`src/rtl/cdb_arbiter_if.sv`:
```
// Common data bus result type and the producer/arbiter bundle used by cdb_arbiter.
// The package travels with the interface so every user of the bundle sees one cdb_t.
package cdb_pkg;
    typedef struct packed {
        logic        valid;
        logic        exc;
        logic [5:0]  rob_idx;
        logic [6:0]  preg;
        logic [31:0] data;
    } cdb_t;
endpackage

interface cdb_arbiter_if #(
    parameter int NUM_SRC = 5
);
    import cdb_pkg::*;

    logic [NUM_SRC-1:0] src_valid;
    cdb_t [NUM_SRC-1:0] src_data;
    logic [NUM_SRC-1:0] src_ready;
    cdb_t               cdb_out;

    modport master (output src_valid, src_data, input src_ready, cdb_out);
    modport slave  (input src_valid, src_data, output src_ready, cdb_out);
endinterface

```
`src/rtl/cdb_arbiter.sv`:
```
// cdb_arbiter: per-source result FIFOs feeding one registered CDB broadcast per cycle.
// Define CDB_ARB_RR_EN for round-robin arbitration; otherwise lowest index wins.
module cdb_arbiter
    import cdb_pkg::*;
#(
    parameter int NUM_SRC = 5,
    parameter int DEPTH   = 2
) (
    input  logic         clk,
    input  logic         rst_n,
    input  logic         flush,
    cdb_arbiter_if.slave bus
);

    localparam int PTR_W = $clog2(DEPTH);
    localparam int CNT_W = $clog2(DEPTH + 1);
    localparam int IDX_W = (NUM_SRC > 1) ? $clog2(NUM_SRC) : 1;

    logic [NUM_SRC-1:0] ready;
    logic [NUM_SRC-1:0] not_empty;
    cdb_t [NUM_SRC-1:0] head_ent;
    logic               grant_valid;
    logic [IDX_W-1:0]   grant_idx;
    cdb_t               cdb_q;

    // Ready comes from the registered count only, so a full FIFO being popped still stalls.
    for (genvar i = 0; i < NUM_SRC; i++) begin : g_src
        logic [PTR_W-1:0] head_r;
        logic [PTR_W-1:0] tail_r;
        logic [CNT_W-1:0] cnt_r;
        cdb_t             mem_r [DEPTH];
        logic             do_push;
        logic             do_pop;

        assign ready[i]     = (cnt_r < CNT_W'(DEPTH));
        assign not_empty[i] = (cnt_r != '0);
        assign head_ent[i]  = mem_r[head_r];
        assign do_push      = bus.src_valid[i] & ready[i] & ~flush;
        assign do_pop       = grant_valid & (grant_idx == IDX_W'(i));

        always_ff @(posedge clk or negedge rst_n) begin
            if (!rst_n) begin
                head_r <= '0;
                tail_r <= '0;
                cnt_r  <= '0;
            end else if (flush) begin
                head_r <= '0;
                tail_r <= '0;
                cnt_r  <= '0;
            end else begin
                if (do_push) tail_r <= tail_r + 1'b1;
                if (do_pop)  head_r <= head_r + 1'b1;
                case ({do_push, do_pop})
                    2'b10:   cnt_r <= cnt_r + 1'b1;
                    2'b01:   cnt_r <= cnt_r - 1'b1;
                    default: cnt_r <= cnt_r;
                endcase
            end
        end

        always_ff @(posedge clk) begin
            if (do_push) mem_r[tail_r] <= bus.src_data[i];
        end
    end

    assign bus.src_ready = ready;

`ifdef CDB_ARB_RR_EN
    logic [IDX_W-1:0] rr_ptr;

    // Pointer remembers the last winner; it only moves when something is actually granted.
    always_ff @(posedge clk or negedge rst_n) begin
        if (!rst_n)           rr_ptr <= IDX_W'(NUM_SRC - 1);
        else if (grant_valid) rr_ptr <= grant_idx;
    end

    always_comb begin
        logic [IDX_W-1:0] cand_idx;
        grant_valid = 1'b0;
        grant_idx   = '0;
        cand_idx    = '0;
        for (int k = 0; k < NUM_SRC; k++) begin
            cand_idx = IDX_W'((int'(rr_ptr) + 1 + k) % NUM_SRC);
            if (!grant_valid && not_empty[cand_idx]) begin
                grant_valid = 1'b1;
                grant_idx   = cand_idx;
            end
        end
        if (flush) grant_valid = 1'b0;
    end
`else
    // Descending scan so the lowest non-empty index is the last, and winning, assignment.
    always_comb begin
        grant_valid = 1'b0;
        grant_idx   = '0;
        for (int k = NUM_SRC - 1; k >= 0; k--) begin
            if (not_empty[k]) begin
                grant_valid = 1'b1;
                grant_idx   = IDX_W'(k);
            end
        end
        if (flush) grant_valid = 1'b0;
    end
`endif

    // Idle cycles only drop valid; payload fields keep their last broadcast value.
    always_ff @(posedge clk or negedge rst_n) begin
        if (!rst_n) begin
            cdb_q <= '0;
        end else if (grant_valid) begin
            cdb_q       <= head_ent[grant_idx];
            cdb_q.valid <= 1'b1;
        end else begin
            cdb_q.valid <= 1'b0;
        end
    end

    assign bus.cdb_out = cdb_q;

endmodule
```
`src/flat_wrapper.sv`:
```
// flat-port wrapper written by rule: the top's interface ports become plain ports
module cdb_arbiter_flat import cdb_pkg::*;
#(
    parameter int NUM_SRC = 5,
    parameter int DEPTH   = 2
)
  (clk, rst_n, flush, bus_src_valid, bus_src_data, bus_src_ready, bus_cdb_out);
  cdb_arbiter_if #(.NUM_SRC(NUM_SRC)) bus_i ();
  input  logic clk;
  input  logic rst_n;
  input  logic flush;
  input wire logic [$bits(bus_i.src_valid)-1:0] bus_src_valid;
  input wire logic [$bits(bus_i.src_data)-1:0] bus_src_data;
  output wire logic [$bits(bus_i.src_ready)-1:0] bus_src_ready;
  output wire logic [$bits(bus_i.cdb_out)-1:0] bus_cdb_out;
  assign bus_i.src_valid = bus_src_valid;
  assign bus_i.src_data = bus_src_data;
  assign bus_src_ready = bus_i.src_ready;
  assign bus_cdb_out = bus_i.cdb_out;
  cdb_arbiter #(.NUM_SRC(NUM_SRC), .DEPTH(DEPTH)) u_core (.clk(clk), .rst_n(rst_n), .flush(flush), .bus(bus_i));
endmodule
```
`config.mk`:
```
export PLATFORM = sky130hd
export DESIGN_NAME = cdb_arbiter_flat
export DESIGN_NICKNAME = d
export VERILOG_FILES = /design/src/rtl/cdb_arbiter_if.sv /design/src/rtl/cdb_arbiter.sv /design/src/flat_wrapper.sv
export SDC_FILE = /design/constraint.sdc
export NUM_CORES = 1
export LEC_CHECK = 0
export CELL_PAD_IN_SITES_DETAIL_PLACEMENT = 1
export CELL_PAD_IN_SITES_GLOBAL_PLACEMENT = 1
export CORE_ASPECT_RATIO = 2
export CORE_MARGIN = 2
export CORE_UTILIZATION = 35
export DETAILED_ROUTE_END_ITERATION = 16
export PLACE_DENSITY = 0.68
export SYNTH_ARGS = -nofsm -noshare
export SYNTH_HDL_FRONTEND = slang
export SYNTH_SLANG_ARGS = --single-unit
```
`constraint.sdc`:
```
create_clock -name clk -period 13.4 [get_ports clk]
set_input_delay 2.68 -clock clk [delete_from_list [all_inputs] [get_ports clk]]
set_output_delay 2.68 -clock clk [all_outputs]
set_load 0.05 [all_outputs]
```
-- Yosys cells after proc, flatten, opt, wreduce, memory -nomap -nowiden
Memories as Yosys holds them, arrays and structs flattened.
Index checks and enable logic that the tools add are counted.
Widths: inputs -> output; s select.
- bits in registers: 67
- output and inout bits: 52
- memories: 5
- RAM bits: 470
- logic and storage cells: 156
- input port bits: 243
- order comparisons: 6
- eq/ne operators: 14
- bitwise logic cells: 16
- add/sub/neg operators: 20
- multiplexer cells: 54
- reductions and logical operators: 21
- memory list (memory ; depth ; bits a word ; rd ports ; clocked after Yosys merged registers in ; write ports ; line ; source):
    u_core.g_src[0].mem_r ; 2 ; 47 ; 1 ; 0 ; 1 ; cdb_arbiter.sv:31 ; cdb_t mem_r [DEPTH];
    u_core.g_src[1].mem_r ; 2 ; 47 ; 1 ; 0 ; 1 ; cdb_arbiter.sv:31 ;
    u_core.g_src[2].mem_r ; 2 ; 47 ; 1 ; 0 ; 1 ; cdb_arbiter.sv:31 ;
    u_core.g_src[3].mem_r ; 2 ; 47 ; 1 ; 0 ; 1 ; cdb_arbiter.sv:31 ;
    u_core.g_src[4].mem_r ; 2 ; 47 ; 1 ; 0 ; 1 ; cdb_arbiter.sv:31 ;
- operator list (operator ; count):
    $bmux 47 s3 ; 1
    $mux 46 ; 1
    $mux 1 ; 37
    $reduce_bool 2->1 ; 15
    $pmux 2 s2 ; 5
    $and 1x1->1 ; 15
    $mux 3 ; 5
    $reduce_bool 3->1 ; 5
    $add 1x1->1 const B ; 10
    $add 2x1->2 const B ; 5
    $eq 2x1->1 const B ; 5
    $eq 2x2->1 const B ; 5
    $lt 2x2->1 const B ; 5
    $mux 2 ; 5
    $sub 2x1->2 const B ; 5
    $eq 3x2->1 const B ; 2
    $lt 3x4->1 const B ; 1
    $eq 3x1->1 const B ; 1
    $eq 3x3->1 const B ; 1
    $logic_not 3->1 ; 1
    $not 1->1 ; 1

-- Longest topological paths before layout
- depth in word-level cells: 11
- mapped depth: 8
- mapped depth without buffers: 4

-- Worst setup path before layout
OpenSTA, ideal clock, no wires.
- path kind: in2reg
- from: input flush
- to: memory u_core.g_src[0].mem_r[1][0] (netlist bit) (enable)
- required time: 12.884 ns
- arrival time: 6.648 ns
- stages: 4
- library setup time: 0.516 ns
- buffers on the path: 3
- path slack: 6.236 ns
- cells stage by stage: buf_2 buf_2 clkbuf_1 nor3b_1
- longest elaborated chain between the ends: 4
- RTL lines (element ; line ; source):
    start, declared ; flat_wrapper.sv:11 ; input logic flush;
    $not 1->1 ; cdb_arbiter.sv:38 ; assign do_push = bus.src_valid[i] & ready[i] & ~flush;
    $and 1x1->1 ; cdb_arbiter.sv:38 ;
    $mux 1 ; cdb_arbiter.sv:62 ; if (do_push) mem_r[tail_r] <= bus.src_data[i];
    $mux 1 (not written as such) ; cdb_arbiter.sv:62 ;
    end, declared ; cdb_arbiter.sv:31 ;
Every way passes these cells.

-- Final worst setup path
- from: input bus_src_valid[3]
- to: memory u_core.g_src[3].mem_r[1][35] (netlist bit) (enable)
- longest elaborated chain between the ends: 4
- RTL lines (element ; line ; source):
    start, declared ; flat_wrapper.sv:12 ; input wire logic [$bits(bus_i.src_valid)-1:0] bus_src_valid;
    $and 1x1->1 (2 in series) ; cdb_arbiter.sv:38 ;
    $mux 1 ; cdb_arbiter.sv:62 ;
    $mux 1 (not written as such) ; cdb_arbiter.sv:62 ;
    end, declared ; cdb_arbiter.sv:31 ;
Every way passes these cells.

==> summary.txt <==
Timing
  – Final setup fails: 0
  – Count of final hold-check violations: 0
  – Setup_tns: 0 ps
  – Minimum clock period: 4740 ps
  – WHS: 536 ps
  – Max-slew headroom: 18.2%
  – Fmax: 211 MHz
  – Clk_skew: 9.99 ps
  – RSZ-0062 raised after global routing: no
  – Setup ws final: 8660 ps
  – Final slew viol count: 0
  – Least-Margin Pin Slew: 1220 ps
  – Fin crit share: 35.4%

Drt
  – Via count: 12,100
  – Vias per inst: 5.24
  – Final antenna-violating net count: 0
  – Average wire per standard cell: 27.2 µm
  – DRC viols: 0
  – Drt pass-1 iters: 6
  – WL final: 62.9 mm
  – DRT iter0 DRCs: 763

GRT
  – Remaining Overflow, GRT: 0
  – Overall Global Routing Usage: 20.7%
  – Vias in the first global route: 13,600
  – Antenna violations before repair: 11
  – First-pass GRT wire length: 90.6 mm
  – Maximum number of pins on one net before global-route repair: 58

Final layout
  – Area Growth Syn to Fin: 26.3%
  – Number of fill cells: 5,637
  – Fin area: 0.0260 mm²
  – Final #Nets: 1,753
  – Area of the multi-input gates: 0.00476 mm²
  – Layout cells sized above 1: 14.6%
  – Final cell count without fillers: 2,313
  – Reg area: 0.0155 mm²

Die
  – Die width: 175 µm
  – Die ar.: 0.0608 mm²
  – Cell Rows: 125
  – Initial core utilization: 35.4%
  – Number of top-level pins: 295
  – Die Y: 347 µm
  – Core area: 0.0580 mm²

Power
  – Leakage power: 0.00841 µW
  – Switching Share: 27.2%
  – Pwr dens: 156 mW/mm²
  – Clock share of power: 34.0%
  – Sequential share of power: 49.3%
  – Cell-internal power: 2960 µW
  – Peak VDD IR: 0.126 mV
  – Comb power frac: 16.7%
  – Switching power: 1100 µW

Placed design
  – Placed cell areas: 0.0244 mm²
  – Placement Setup Slack: 8020 ps
  – Final GP Congestion: 0.772
  – Hpwl dp: 42.3 mm
  – PortBufs: 289
  – Dpl cells: 2,223

Yosys
  – Sequential-to-total area share from yosys stat: 75.3%
  – Mapped Nets: 1,455
  – Cells after synthesis: 1,212
  – Top cells by area, synth: edfxtp_1 (67%), dfrtp_1 (8.2%), mux2i_1 (6.8%), mux2_2 (5.0%), a222oi_1 (2.2%)
  – Synth top area share: 67.2%
  – Yosys top cell by area: edfxtp_1
  – Synth cell types: 42
  – Async S/R FF share, synth: 12.7%
  – Average size of a mapped cell: 17.0 µm²
  – #FFs+latches synth: 527
  – Synth Warn #: 0
  – EDFF count, synth: 460
  – Main synth FF type: edfxtp_1
  – Cell Area, Synth: 0.0206 mm²

CTS
  – Root Buffer: clkbuf_16
  – TritonCTS clock tree: done
  – Post-CTS sizing: 0
  – Setup bufs post-CTS: 0
  – Clock Latency Late Sink: 580 ps
  – CTS clk-pin slew, worst paths: 60 ps
  – Hold buffers post-CTS: 0
  – CTS sink cnt: 527
  – Bufs on Longest Clock Path: 3
  – CTS Buf Count: 47
  – H-Tree Depth: 2

Min path
  – Hold path depth: 2
  – Hold crit path type: flop to flop

Worst setup path
  – CP Class: input pin to flop
  – Critical path startpoint category: input pin
  – Worst Path Required: 13,610 ps
  – Worst-case reg-to-reg path depth: 4
  – Critical path arrival: 4950 ps
  – Crit end category: flop
  – Crit path max fanout: 36

Status
  – Status: finished, final reports clean

Flow run
  – Max-Cap Viols: 0
==> power by group through the flow <==
stage / clock network (µW) / logic [µW] / registers, µW
final: 1380 / 678 / 2000
after detailed placement: 0 / 686 / 2040
after global placement: 0 / 672 / 2030
after global routing: 1470 / 717 / 2010
after CTS: 1420 / 689 / 2000
after floorplan: 0 / 261 / 2140
==> synth_stat cells, types with 2 or more instances <==
master	n
nand2b_1	4
nor2b_1	3
a31oi_1	2
xor2_1	5
buf_6	8
a21oi_1	9
buf_1	5
clkbuf_1	47
mux2_2	92
or2_2	3
xnor2_1	4
nor3_1	52
a222oi_1	46
or3_1	2
inv_1	5
buf_2	15
nor2_1	69
o2111ai_1	46
edfxtp_1	460
dfrtp_1	67
nor3b_1	5
o21ai_0	38
mux2i_1	139
nand3_1	4
nand2_1	54
o21ai_1	12
==> cells in the final DEF, fill, tap and decap left out, types with 46 or more instances in the layout <==
cell	count
dfrtp_1	62
clkbuf_16	49
nand2_1	54
nor2_1	67
mux2_2	92
clkdlybuf4s50_1	287
mux2i_1	139
a222oi_1	46
nor3_1	47
edfxtp_1	460
o2111ai_1	46
==> metrics by stage <==
step	power, µW	util, %
final	4060	44.8
after global routing	4200	44.8
after CTS	4120	44.7
after detailed placement	2720	42.0
after global placement	2700	42.0
after floorplan	2400	-
==> cells by family (layout without fill, tap and decap cells) <==
kind of cell / Yosys count / count (layout) / share of synthesized area (%)
AO/OA/AOI/OAI: 159 / 159 / 5.92
XOR/XNOR: 9 / 9 / 0.383
buffers and inverters: 81 / 416 / 1.87
flip-flops: 527 / 527 / 75.3
multiplexers: 231 / 231 / 11.8
other: 0 / 4 / 0
AND/OR/NAND/NOR: 205 / 205 / 4.68
==> layout make-up <==
| cell class | instances | area share (%) |
|---|---|---|
| tap | 762 | 3.67 |
| sequential | 527 | 59.7 |
| timing repair buffer | 325 | 12.2 |
| antenna | 4 | 0.0385 |
| inverter | 5 | 0.0723 |
| clock buffer | 67 | 5.21 |
| multi-input combinational | 604 | 18.3 |
| clock inverter | 19 | 0.795 |
==> state kept, by name, summed over array words and instances, names as in the netlist <==
signal / count
u_core.g_src.cnt_r: 10
u_core.g_src.tail_r: 5
u_core.g_src.mem_r: 460
u_core.bus.cdb_out: 47
u_core.g_src.head_r: 5
==> path summary, 6_finish.rpt <==
| path | startpoint | endpoint | slack [ps] |
|---|---|---|---|
| max | bus_src_valid[3] | u_core.g_src[3].mem_r[1][35]$_DFFE_PP_ | 8660 |
| min | u_core.bus.cdb_out[40]$_DFFE_PN0P_ | u_core.bus.cdb_out[40]$_DFFE_PN0P_ | 540 |
| max reg2reg | u_core.g_src[0].cnt_r[1]$_DFFE_PN0P_ | u_core.bus.cdb_out[4]$_DFFE_PN0P_ | 10100 |
| min reg2reg | u_core.bus.cdb_out[40]$_DFFE_PN0P_ | u_core.bus.cdb_out[40]$_DFFE_PN0P_ | 540 |
| max in group asynchronous | rst_n | u_core.g_src[3].head_r$_DFFE_PN0P_ | 10230 |
| min in group asynchronous | rst_n | u_core.bus.cdb_out[38]$_DFFE_PN0P_ | 2000 |
==> routing by layer <==
metal	wire length, µm	track usage, %	part of all wire, %	vias to the layer above
li1	-	-	-	5386
met1	22000	21.5	35	6168
met2	34000	38.6	54	409
met3	3220	3.79	5.1	139
met4	3680	11.6	5.9	14
met5	93	0	0.15	-
==> worst max-delay path: stages <==
cell	delay, ps
clkdlybuf4s50_1	540
nand2b_1	230
nor3b_2	860
buf_4	590
Note: power is estimated with default switching activity, not from simulation.
